`src/rtl/decode_issue_ctrl.sv`:
```
// Decode/issue controller: fetch-side instruction buffer feeding a single registered issue slot.
// Optional feature: define DECODE_ILLEGAL_DETECT_EN to drive illegal_o for BAD-format instructions.
module decode_issue_ctrl #(
    parameter int BUF_DEPTH = 2
) (
    input  logic        clk,
    input  logic        rst_n,
    input  logic        flush_i,
    input  logic        if_valid_i,
    input  logic [31:0] if_instr_i,
    input  logic [31:0] if_pc_i,
    output logic        if_ready_o,
    output logic [31:0] imm_instr_o,
    input  logic [31:0] imm_i,
    output logic        ex_valid_o,
    input  logic        ex_ready_i,
    output logic [31:0] ex_instr_o,
    output logic [31:0] ex_pc_o,
    output logic [31:0] ex_imm_o,
    output logic [2:0]  ex_fmt_o,
    output logic        illegal_o,
    output logic [15:0] stall_cnt_o
);

    localparam int PTR_W = (BUF_DEPTH > 1) ? $clog2(BUF_DEPTH) : 1;
    localparam logic [PTR_W:0]   DEPTH_C = BUF_DEPTH[PTR_W:0];
    localparam logic [PTR_W:0]   CNT_ONE = 1;
    localparam logic [PTR_W-1:0] PTR_ONE = 1;

    typedef enum logic [1:0] {S_IDLE, S_VALID, S_STALL} state_t;

    logic [31:0]      instr_mem [BUF_DEPTH];
    logic [31:0]      pc_mem    [BUF_DEPTH];
    logic [PTR_W-1:0] wr_ptr, rd_ptr;
    logic [PTR_W:0]   count, count_next;
    logic             push, pop;
    state_t           state;

    function automatic logic [2:0] decode_fmt(input logic [6:0] opcode);
        case (opcode)
            7'b0110011:                         decode_fmt = 3'd0;
            7'b0010011, 7'b0000011, 7'b1100111: decode_fmt = 3'd1;
            7'b0100011:                         decode_fmt = 3'd2;
            7'b1100011:                         decode_fmt = 3'd3;
            7'b0110111, 7'b0010111:             decode_fmt = 3'd4;
            7'b1101111:                         decode_fmt = 3'd5;
            7'b1110011:                         decode_fmt = 3'd6;
            default:                            decode_fmt = 3'd7;
        endcase
    endfunction

    // The slot only pops when it is free or being drained, so a word pushed into
    // an empty buffer is never issued on the same edge.
    assign push = if_valid_i && if_ready_o;
    assign pop  = (count != '0) && ((state == S_IDLE) || ex_ready_i);

    assign imm_instr_o = (count != '0) ? instr_mem[rd_ptr] : 32'h0;

    always_comb begin
        count_next = count;
        if (push && !pop) begin
            count_next = count + CNT_ONE;
        end else if (!push && pop) begin
            count_next = count - CNT_ONE;
        end
    end

    always_ff @(posedge clk) begin
        if (push && !flush_i) begin
            instr_mem[wr_ptr] <= if_instr_i;
            pc_mem[wr_ptr]    <= if_pc_i;
        end
    end

    // Buffer bookkeeping and issue-slot FSM; flush overrides any same-edge push or load.
    always_ff @(posedge clk or negedge rst_n) begin
        if (!rst_n) begin
            wr_ptr     <= '0;
            rd_ptr     <= '0;
            count      <= '0;
            if_ready_o <= 1'b0;
            state      <= S_IDLE;
            ex_valid_o <= 1'b0;
            ex_instr_o <= 32'h0;
            ex_pc_o    <= 32'h0;
            ex_imm_o   <= 32'h0;
            ex_fmt_o   <= 3'd0;
        end else if (flush_i) begin
            wr_ptr     <= '0;
            rd_ptr     <= '0;
            count      <= '0;
            if_ready_o <= 1'b1;
            state      <= S_IDLE;
            ex_valid_o <= 1'b0;
        end else begin
            if (push) begin
                wr_ptr <= wr_ptr + PTR_ONE;
            end
            if (pop) begin
                rd_ptr     <= rd_ptr + PTR_ONE;
                ex_instr_o <= instr_mem[rd_ptr];
                ex_pc_o    <= pc_mem[rd_ptr];
                ex_imm_o   <= imm_i;
                ex_fmt_o   <= decode_fmt(instr_mem[rd_ptr][6:0]);
            end
            count      <= count_next;
            if_ready_o <= (count_next < DEPTH_C);

            case (state)
                S_IDLE: begin
                    if (pop) begin
                        state      <= S_VALID;
                        ex_valid_o <= 1'b1;
                    end
                end
                default: begin
                    if (ex_ready_i) begin
                        state      <= pop ? S_VALID : S_IDLE;
                        ex_valid_o <= pop;
                    end else begin
                        state <= S_STALL;
                    end
                end
            endcase
        end
    end

    // Back-pressure counter survives flush so it reflects the whole run since reset.
    always_ff @(posedge clk or negedge rst_n) begin
        if (!rst_n) begin
            stall_cnt_o <= 16'h0;
        end else if (ex_valid_o && !ex_ready_i && (stall_cnt_o != 16'hFFFF)) begin
            stall_cnt_o <= stall_cnt_o + 16'h1;
        end
    end

`ifdef DECODE_ILLEGAL_DETECT_EN
    assign illegal_o = ex_valid_o && (ex_fmt_o == 3'd7);
`else
    assign illegal_o = 1'b0;
`endif

endmodule

```
`config.mk`:
```
export PLATFORM = sky130hd
export DESIGN_NAME = decode_issue_ctrl
export DESIGN_NICKNAME = d
export VERILOG_FILES = /design/src/rtl/decode_issue_ctrl.sv
export SDC_FILE = /design/constraint.sdc
export NUM_CORES = 1
export LEC_CHECK = 0
export BUFFER_PORTS_ARGS = -buffer_cell sky130_fd_sc_hd__buf_2
export CORE_ASPECT_RATIO = 1.4
export CORE_MARGIN = 2
export CORE_UTILIZATION = 35
export CTS_CLUSTER_DIAMETER = 120
export DETAILED_ROUTE_END_ITERATION = 16
export SYNTH_ARGS = -nofsm -noshare
export SYNTH_HDL_FRONTEND = slang
export SYNTH_SLANG_ARGS = --single-unit
```
`constraint.sdc`:
```
create_clock -name clk -period 6.7 [get_ports clk]
set_input_delay 0.67 -clock clk [delete_from_list [all_inputs] [get_ports clk]]
set_output_delay 0.67 -clock clk [all_outputs]
set_load 0.05 [all_outputs]
```
# Word level (Yosys, flattened, before mapping)
# Memory sizes are Yosys's and may differ from the RTL's. A register that Yosys moved wholly into a read port is not among the register bits.
# Index checks and enable logic that the tools add are counted.
[op_classes]
n_addsub = 5
magnitude_cmp = 1
n_eq_ne = 12
mux = 21
n_bitwise = 1
n_reduce_logical = 22
[op_table]
columns = ["cell", "n"]
rows = [
  ["32-bit 2-to-1 mux", 1],
  ["7-bit == test, second input constant", 4],
  ["7-bit by 6-bit == test with 1-bit output, second input constant", 3],
  ["3-bit case mux with 7 select lines", 1],
  ["16-bit by 1-bit adder with 16-bit output, second input constant", 1],
  ["16-bit != test, second input constant", 1],
  ["7-bit by 5-bit == test with 1-bit output, second input constant", 2],
  ["2-bit 2-to-1 mux", 7],
  ["1-bit 2-to-1 mux", 12],
  ["7-bit by 2-bit == test with 1-bit output, second input constant", 1],
  ["1-bit logical AND", 7],
  ["2-bit nonzero test", 3],
  ["1-bit logical NOT", 5],
  ["2-bit AND reduction", 2],
  ["3-bit != test, second input constant", 1],
  ["3-bit nonzero test", 1],
  ["3-bit OR reduction", 1],
  ["1-bit adder, second input constant", 2],
  ["2-bit by 1-bit adder with 2-bit output, second input constant", 1],
  ["2-bit logical NOT", 1],
  ["2-bit less-than comparator, second input constant", 1],
  ["2-bit OR reduction", 1],
  ["2-bit by 1-bit subtractor with 2-bit output, second input constant", 1],
  ["1-bit logical OR", 1],
  ["1-bit NOT", 1],
]
[totals]
regBits = 91
ram_bits = 128
input_bits = 101
output_inout_bits = 150
wordCells = 74
mem_count = 2
[mem_list]
columns = ["name", "words", "width", "read_ports", "rd_ports_with_merged_regs", "write_ports", "line_no", "text"]
rows = [
  ["instr_mem", 2, 32, 1, 0, 1, "32", "logic [31:0] instr_mem [BUF_DEPTH];"],
  ["pc_mem", 2, 32, 1, 1, 1, "33", "logic [31:0] pc_mem [BUF_DEPTH];"],
]

# Longest topological paths before layout
# Gate-level depths: netlist of the first run.
[depth]
word_depth = 8
ltp_mapped = 10
depth_no_buf = 6

# Worst setup path before layout of the first run
# OpenSTA, ideal clock, no wires.
[synth_timing]
kind = "register -> register"
from = "register if_ready_o"
to = "memory instr_mem[1][0] (enable)"
setup_ps = 578
arrival_time_ps = 5635
required_ps = 6122
slack_ps = 487
path_stages_with_launch = 3
path_buffers = 0
synth_period_minus_slack_ps = 6213
path_cell_list = "dfrtp_1 -> nand2_1 -> nor3b_1"
[synth_between]
elab_chain_len = 4
[synth_lines]
columns = ["element", "line_no", "text"]
rows = [
  ["start, declared", "12", "output logic if_ready_o,"],
  ["start signal, assigned", "107", "if_ready_o <= (count_next < DEPTH_C);"],
  ["1-bit logical AND", "54", "assign push = if_valid_i && if_ready_o;"],
  ["1-bit logical AND", "69", "if (push && !flush_i) begin"],
  ["1-bit 2-to-1 mux", "69", ""],
  ["1-bit 2-to-1 mux (implied by the code)", "70", "instr_mem[wr_ptr] <= if_instr_i;"],
  ["end, declared", "32", ""],
]
# Every way passes these cells.

# Worst setup path in the final report of the first run
[layout_timing]
from = "register rd_ptr"
to = "output port imm_instr_o[3]"
[layout_between]
elab_chain_len = 2
[layout_lines]
columns = ["element", "line_no", "text"]
rows = [
  ["start, declared", "34", "logic [PTR_W-1:0] wr_ptr, rd_ptr;"],
  ["start signal, assigned", "100", "rd_ptr <= rd_ptr + PTR_ONE;"],
  ["memory 2 x 32 bit", "--", ""],
  ["32-bit 2-to-1 mux", "57", "assign imm_instr_o = (count != '0) ? instr_mem[rd_ptr] : 32'h0;"],
  ["end, declared", "13", "output logic [31:0] imm_instr_o,"],
]
# Every way passes these cells.

==> out/metrics.cfg, run 1 <==
[run_status]
status=completed

[die]
die-area_sq_mm=0.02855
core_area_sq_mm=0.02683
die_h_um=199.1
initial_core_util_pct=35.48
rows=71
ios=251
fp.dieW_um=143.4

[layout]
area_delta_synth_final_pct=25.29
final_cell_count_no_fill=1344
fin_area_sq_mm=0.01193
postLayoutCoreUtil_pct=44.45
nNetsFinal=1056
drive_above_1_share_pct=31.48
fill_cells=2529

[sta]
timing.slew.headroom_pct=35.08
hold_viol=0
fmax_mhz=292.8
fin_setup_tns_ns=0
drv_slew=0
setup_violations=0
fin_worst_skew_ns=0.008724
layout_setup_ws_ns=3.285
worst_pin_slew_ns=0.9738
fin_crit_ns=3.415
post-route-period-util_pct=50.97
rsz0062_at_grt=false

[synthesis]
ys_ff_latch=251
synthTopCellsByArea=edfxtp_1 (40%), dfrtp_1 (32%), mux2i_1 (6.9%), nand2_1 (6.5%), o21ai_1 (3.3%)
synth_ff_type=edfxtp_1
synthArstFlopShare_pct=49.00
synthesis.nets=811
yosysWarningCount=0
synth_top_area_share_pct=40.38
synth.most_common_cell=nand2_1
synth_top_area_cell=edfxtp_1
synth_cells=708
synth.avg_cell_area_sq_um=13.45
synth.distinct_cells=51
synth_edf_count=128
synthTopCellsByCount=nand2_1 (164), edfxtp_1 (128), dfrtp_1 (123)
synth-seq-area-share_pct=72.71
synth_area_sq_mm=0.009519

[grt]
grt_pass1_wl_um=32740
grt_pass1_vias=5977
grt_max_degree=93
antenna_found_initial=8
overflow=0
grt_usage_pct=14.74

[place]
numPortBuffers=249
gp_congestion=0.7273
place_area_sq_mm=0.01108
dp_worst_setup_slack_ns=3.684
place_hpwl_um=14210
placed_cells=1291

[clocking]
clock-root-buffer=clkbuf_16
cts_setup_buffers=0
clkTransAtPathRegs_ns=0.06
cts_tree=done
cts-htree-levels=1
clock_latency_ns=0.52
clock_path_buffers=3
cts_resized=0
cts.sinks=251
ctsHoldBuffers=0
cts_buffers=25

[worst_setup_path]
cp.arrival_ns=2.75
cp-end-kind=output port
cp-start-kind=flop
cp.required_ns=6.03
crit_type=reg -> out
crit_fanout=37

[detailed_routing]
wl_per_cell_um=16.19
drt_pass1_iterations=4
drcViolationCount=0
final_antenna_net_count=0
drt_iter0_markers=276
vias=6089
vias_per_cell=4.531
wl_um=21760

[pwr]
powerDensity_mw_per_mm2=539.7
ir_worst_vdd_mv=0.3143
power_leakage_nw=5.278

[run]
maxCapViolations=0

[worst_hold_path]
min_path_type=in -> async

## area by class of cell
cell class / instances / area (sq um) / area share [%]
inverter: 5 / 23.77 / 0.1993
antenna: 7 / 17.52 / 0.1469
clock buffer: 30 / 664.4 / 5.571
multi-input combinational: 415 / 2380 / 19.95
sequential: 251 / 6925 / 58.07
timing repair buffer: 255 / 1297 / 10.88
clock inverter: 16 / 161.4 / 1.353
tap: 365 / 456.7 / 3.829
## report_power, final
| part | internal [mW] | switching (mW) |
|---|---|---|
| Sequential | 2.02 | 0.233 |
| Combinational | 0.632 | 2.15 |
| Clock | 0.824 | 0.578 |
| Total | 3.48 | 2.96 |
## routing by layer
metal | track usage [%] | wire, um | up-vias
li1 | - | - | 2987
met2 | 26.35 | 11320 | 178
met5 | 0 | 8 | -
met3 | 3.403 | 1328 | 38
met4 | 5.556 | 596 | 2
met1 | 17.09 | 8507 | 2884
## layout by cell type, fill, tap and decap left out, types with 7 or more instances in the layout
master,instances
buf_2,248
nand2_1,164
edfxtp_1,128
dfrtp_1,122
mux2i_1,66
o21ai_1,63
nor2_1,43
clkbuf_16,25
xnor2_1,9
a21oi_1,8
nand4_1,8
diode_2,7
## final timing paths
path	startpoint	end	slack [ns]	cells after the start
max	rd_ptr	imm_instr_o[3]	3.28	4
min	rst_n	ex_instr_o[18]	0.11	1
max reg2reg	count[1]	ex_pc_o[2]	4.11	6
min reg2reg	ex_imm_o[25]	ex_imm_o[25]	0.47	2
max in group asynchronous	rst_n	rd_ptr	5.18	2
min in group clk	if_pc_i[15]	pc_mem[1][15]	0.34	1
## per-stage QoR
| step | total power, mW | hold WS, ns |
|---|---|---|
| floorplan | 4.422 | 0.3744 |
| global placement | 5.066 | 0.4535 |
| detailed placement | 5.103 | 0.4569 |
| CTS | 6.532 | 0.1291 |
| global route | 6.789 | 0.1439 |
| finish | 6.437 | 0.1120 |
## logic make-up (layout without fill, tap and decap cells)
logic type | count (synthesis) | count (layout) | synth area share, %
flops | 251 | 251 | 72.71
simple gates | 240 | 240 | 10.50
compound gates | 87 | 87 | 5.218
mux | 70 | 70 | 7.439
buf+inv | 42 | 306 | 2.445
xor+xnor | 15 | 15 | 1.380
fa+ha+maj | 2 | 2 | 0.2628
other cells | 1 | 8 | 0.03939
## registers in the layout, summed over array words and instances, names as in the netlist, 3 cells and up
register and count:
ex_imm_o 32, ex_pc_o 32, ex_fmt_o 3, instr_mem 64, stall_cnt_o 16, pc_mem 64
ex_instr_o 32
## worst max-delay path: stages, from the launching register on
cell	delay (ns)
dfrtp_4	0.85
buf_4	0.58
mux2i_1	0.47
nor2_1	0.08
buf_2	0.22
Power figures use the tool's default switching activity.
==> inputs of run 2 (changes only) <==
- clock period: 6.7 -> 2.75 ns (I/O delays scaled with it)
==> run 2 against run 1 <==
Against the previous run:
- first-iteration DRC count shrank 3.6%
- design area up 8.7%
- power rose by 150%
- clock-buffer cell count increased by 8
- clock power grew 140%
- final cell count grew 6.8%
- worst setup slack got worse by 3.1 ns
- register-to-register slack lost 3.3 ns
- flip-flop and latch count unchanged
- global-route usage up 0.33 points
- routed wire length is 2.8% higher
- largest cell class unchanged
- largest power group unchanged
- highest routed layer is now met4
==> out/metrics.cfg, run 2 (same netlist as run 1, synthesis figures left out) <==
[run_status]
status=completed

[grt]
grt_pass1_wl_um=33690
grt_usage_pct=15.07
grt_pass1_vias=6546
grt_max_degree=125
antenna_found_initial=0
overflow=0

[sta]
setup_violations=0
fin_worst_skew_ns=0.01399
fin_crit_ns=2.596
fmax_mhz=385.2
holdWs_ns=0.09435
layout_setup_ws_ns=0.1538
timing.slew.headroom_pct=56.07
hold_viol=0
drv_slew=0
fin_setup_tns_ns=0
rsz0062_at_grt=false
worst_pin_slew_ns=0.6407
post-route-period-util_pct=94.41

[worst_setup_path]
crit_type=reg -> out
cp-end-kind=output port
cp_top_family=flip-flops
cp.arrival_ns=2.32
path_cells=buf_4 -> mux2i_1 -> nor2_1 -> buf_2
crit_fanout=29
cp.required_ns=2.48
critPathMaxStageDelay_ns=0.75
crit_slowest_cell=dfrtp_4
cp-start-kind=flop
crit_buf_inv=2

[pwr]
p_clk_share_pct=21.7
pwr-share-comb_pct=43.8
intPower_mw=8.639
ir_worst_vdd_mv=0.9799
switchingPower_mw=7.226
power_leakage_nw=5.717
seqPwrFrac_pct=34.6
swShare_pct=45.55
powerDensity_mw_per_mm2=1224

[layout]
final_cell_count_no_fill=1436
final_cell_mix=buf_2 (248), nand2_1 (163), edfxtp_1 (128)
fin_area_sq_mm=0.01296
diodes=0
reg.largest.list=instr_mem (64), pc_mem (64)
nNetsFinal=1155
drive_above_1_share_pct=28.66
final_common_cell=buf_2
area_delta_synth_final_pct=36.17

[clocking]
clock_latency_ns=0.53
cts_setup_buffers=0
cts_resized=0
cts.sinks=251
clock_path_buffers=3
cts_tree=done
clock-root-buffer=clkbuf_16
clkTransAtPathRegs_ns=0.06
cts-htree-levels=1
cts_buffers=25

[die]
fp.dieW_um=143.4
ios=251
core_area_sq_mm=0.02683
initial_core_util_pct=35.48
die-area_sq_mm=0.02855
rows=71
die_h_um=199.1

[run]
maxCapViolations=0

[place]
placed_cells=1293
gp_congestion=0.7155
dp_worst_setup_slack_ns=0.6836
numPortBuffers=249
place_hpwl_um=14110
place_area_sq_mm=0.01117

[detailed_routing]
final_antenna_net_count=0
vias=6509
wl_per_cell_um=15.57
drcViolationCount=0
drt_pass1_iterations=4
drt_iter0_markers=266
vias_per_cell=4.533
wl_um=22360

[worst_hold_path]
min_path_type=in -> reg

run 2: changes by cell type in the layout (fill, tap and decap cells not counted), sizes merged:
| cell | change |
|---|---|
| diode | -7 |
| clkbuf | +8 |
| dlygate4sd3 | +97 |
| buf | +2 |
| inv | -1 |
| clkinv | -5 |
| clkinvlp | -2 |
run 2: per-layer routing:
metal  global-route usage, %  vias to the layer above  share of wire, %
met2                   28.06                      191                53
met1                   17.02                     3114                38
met5                       0                        -                 0
met3                   3.235                       31               6.7
li1                        -                     3173                 -
met4                   4.793                        0               2.2
run 2: through the flow:
stage,total power [mW],utilization [%]
6_report,15.86,48.32
5_1_grt,16.68,48.32
4_1_cts,16.06,48.32
3_5_place_dp,12.45,41.63
3_3_place_gp,12.37,41.63
2_1_floorplan,10.77,-
run 2: worst paths after layout:
path / from / endpoint / slack (ns) / cells after the start
max: rd_ptr / imm_instr_o[30] / 0.15 / 4
min: flush_i / rd_ptr / 0.09 / 2
max reg2reg: rd_ptr / ex_fmt_o[0] / 0.77 / 4
min reg2reg: ex_imm_o[12] / ex_imm_o[12] / 0.47 / 2
max in group asynchronous: rst_n / ex_pc_o[20] / 1.65 / 3
min in group asynchronous: rst_n / ex_instr_o[19] / 0.31 / 2
run 2: cell type report:
type                            instances  area [sq um]
Fill cell                            2373         13870
Clock buffer                           38         704.4
Clock inverter                          8         117.6
Multi-Input combinational cell        415          2400
Inverter                                5         23.77
Sequential cell                       251          6927
Timing Repair Buffer                  354          2333
Tap cell                              365         456.7
run 2: timing repair:
item	in CTS	in global routing
endpoints found under the setup margin	0	0
hold buffers	97	0
hold endpoints to repair	209	0
run 2: power by group through the flow:
stage	clock network (mW)	logic [mW]	registers, mW
floorplan	0	2.77	8.01
global placement	0	6.84	5.53
detailed placement	0	6.90	5.55
CTS	3.56	7.02	5.49
global route	3.69	7.38	5.61
finish	3.43	6.95	5.48
run 2: worst register-to-register path, stage by stage, from the launching register on:
cell	delay, ns
dfrtp_4	0.75
mux2i_1	0.63
mux2i_1	0.18
a22oi_1	0.22
o22a_1	0.14
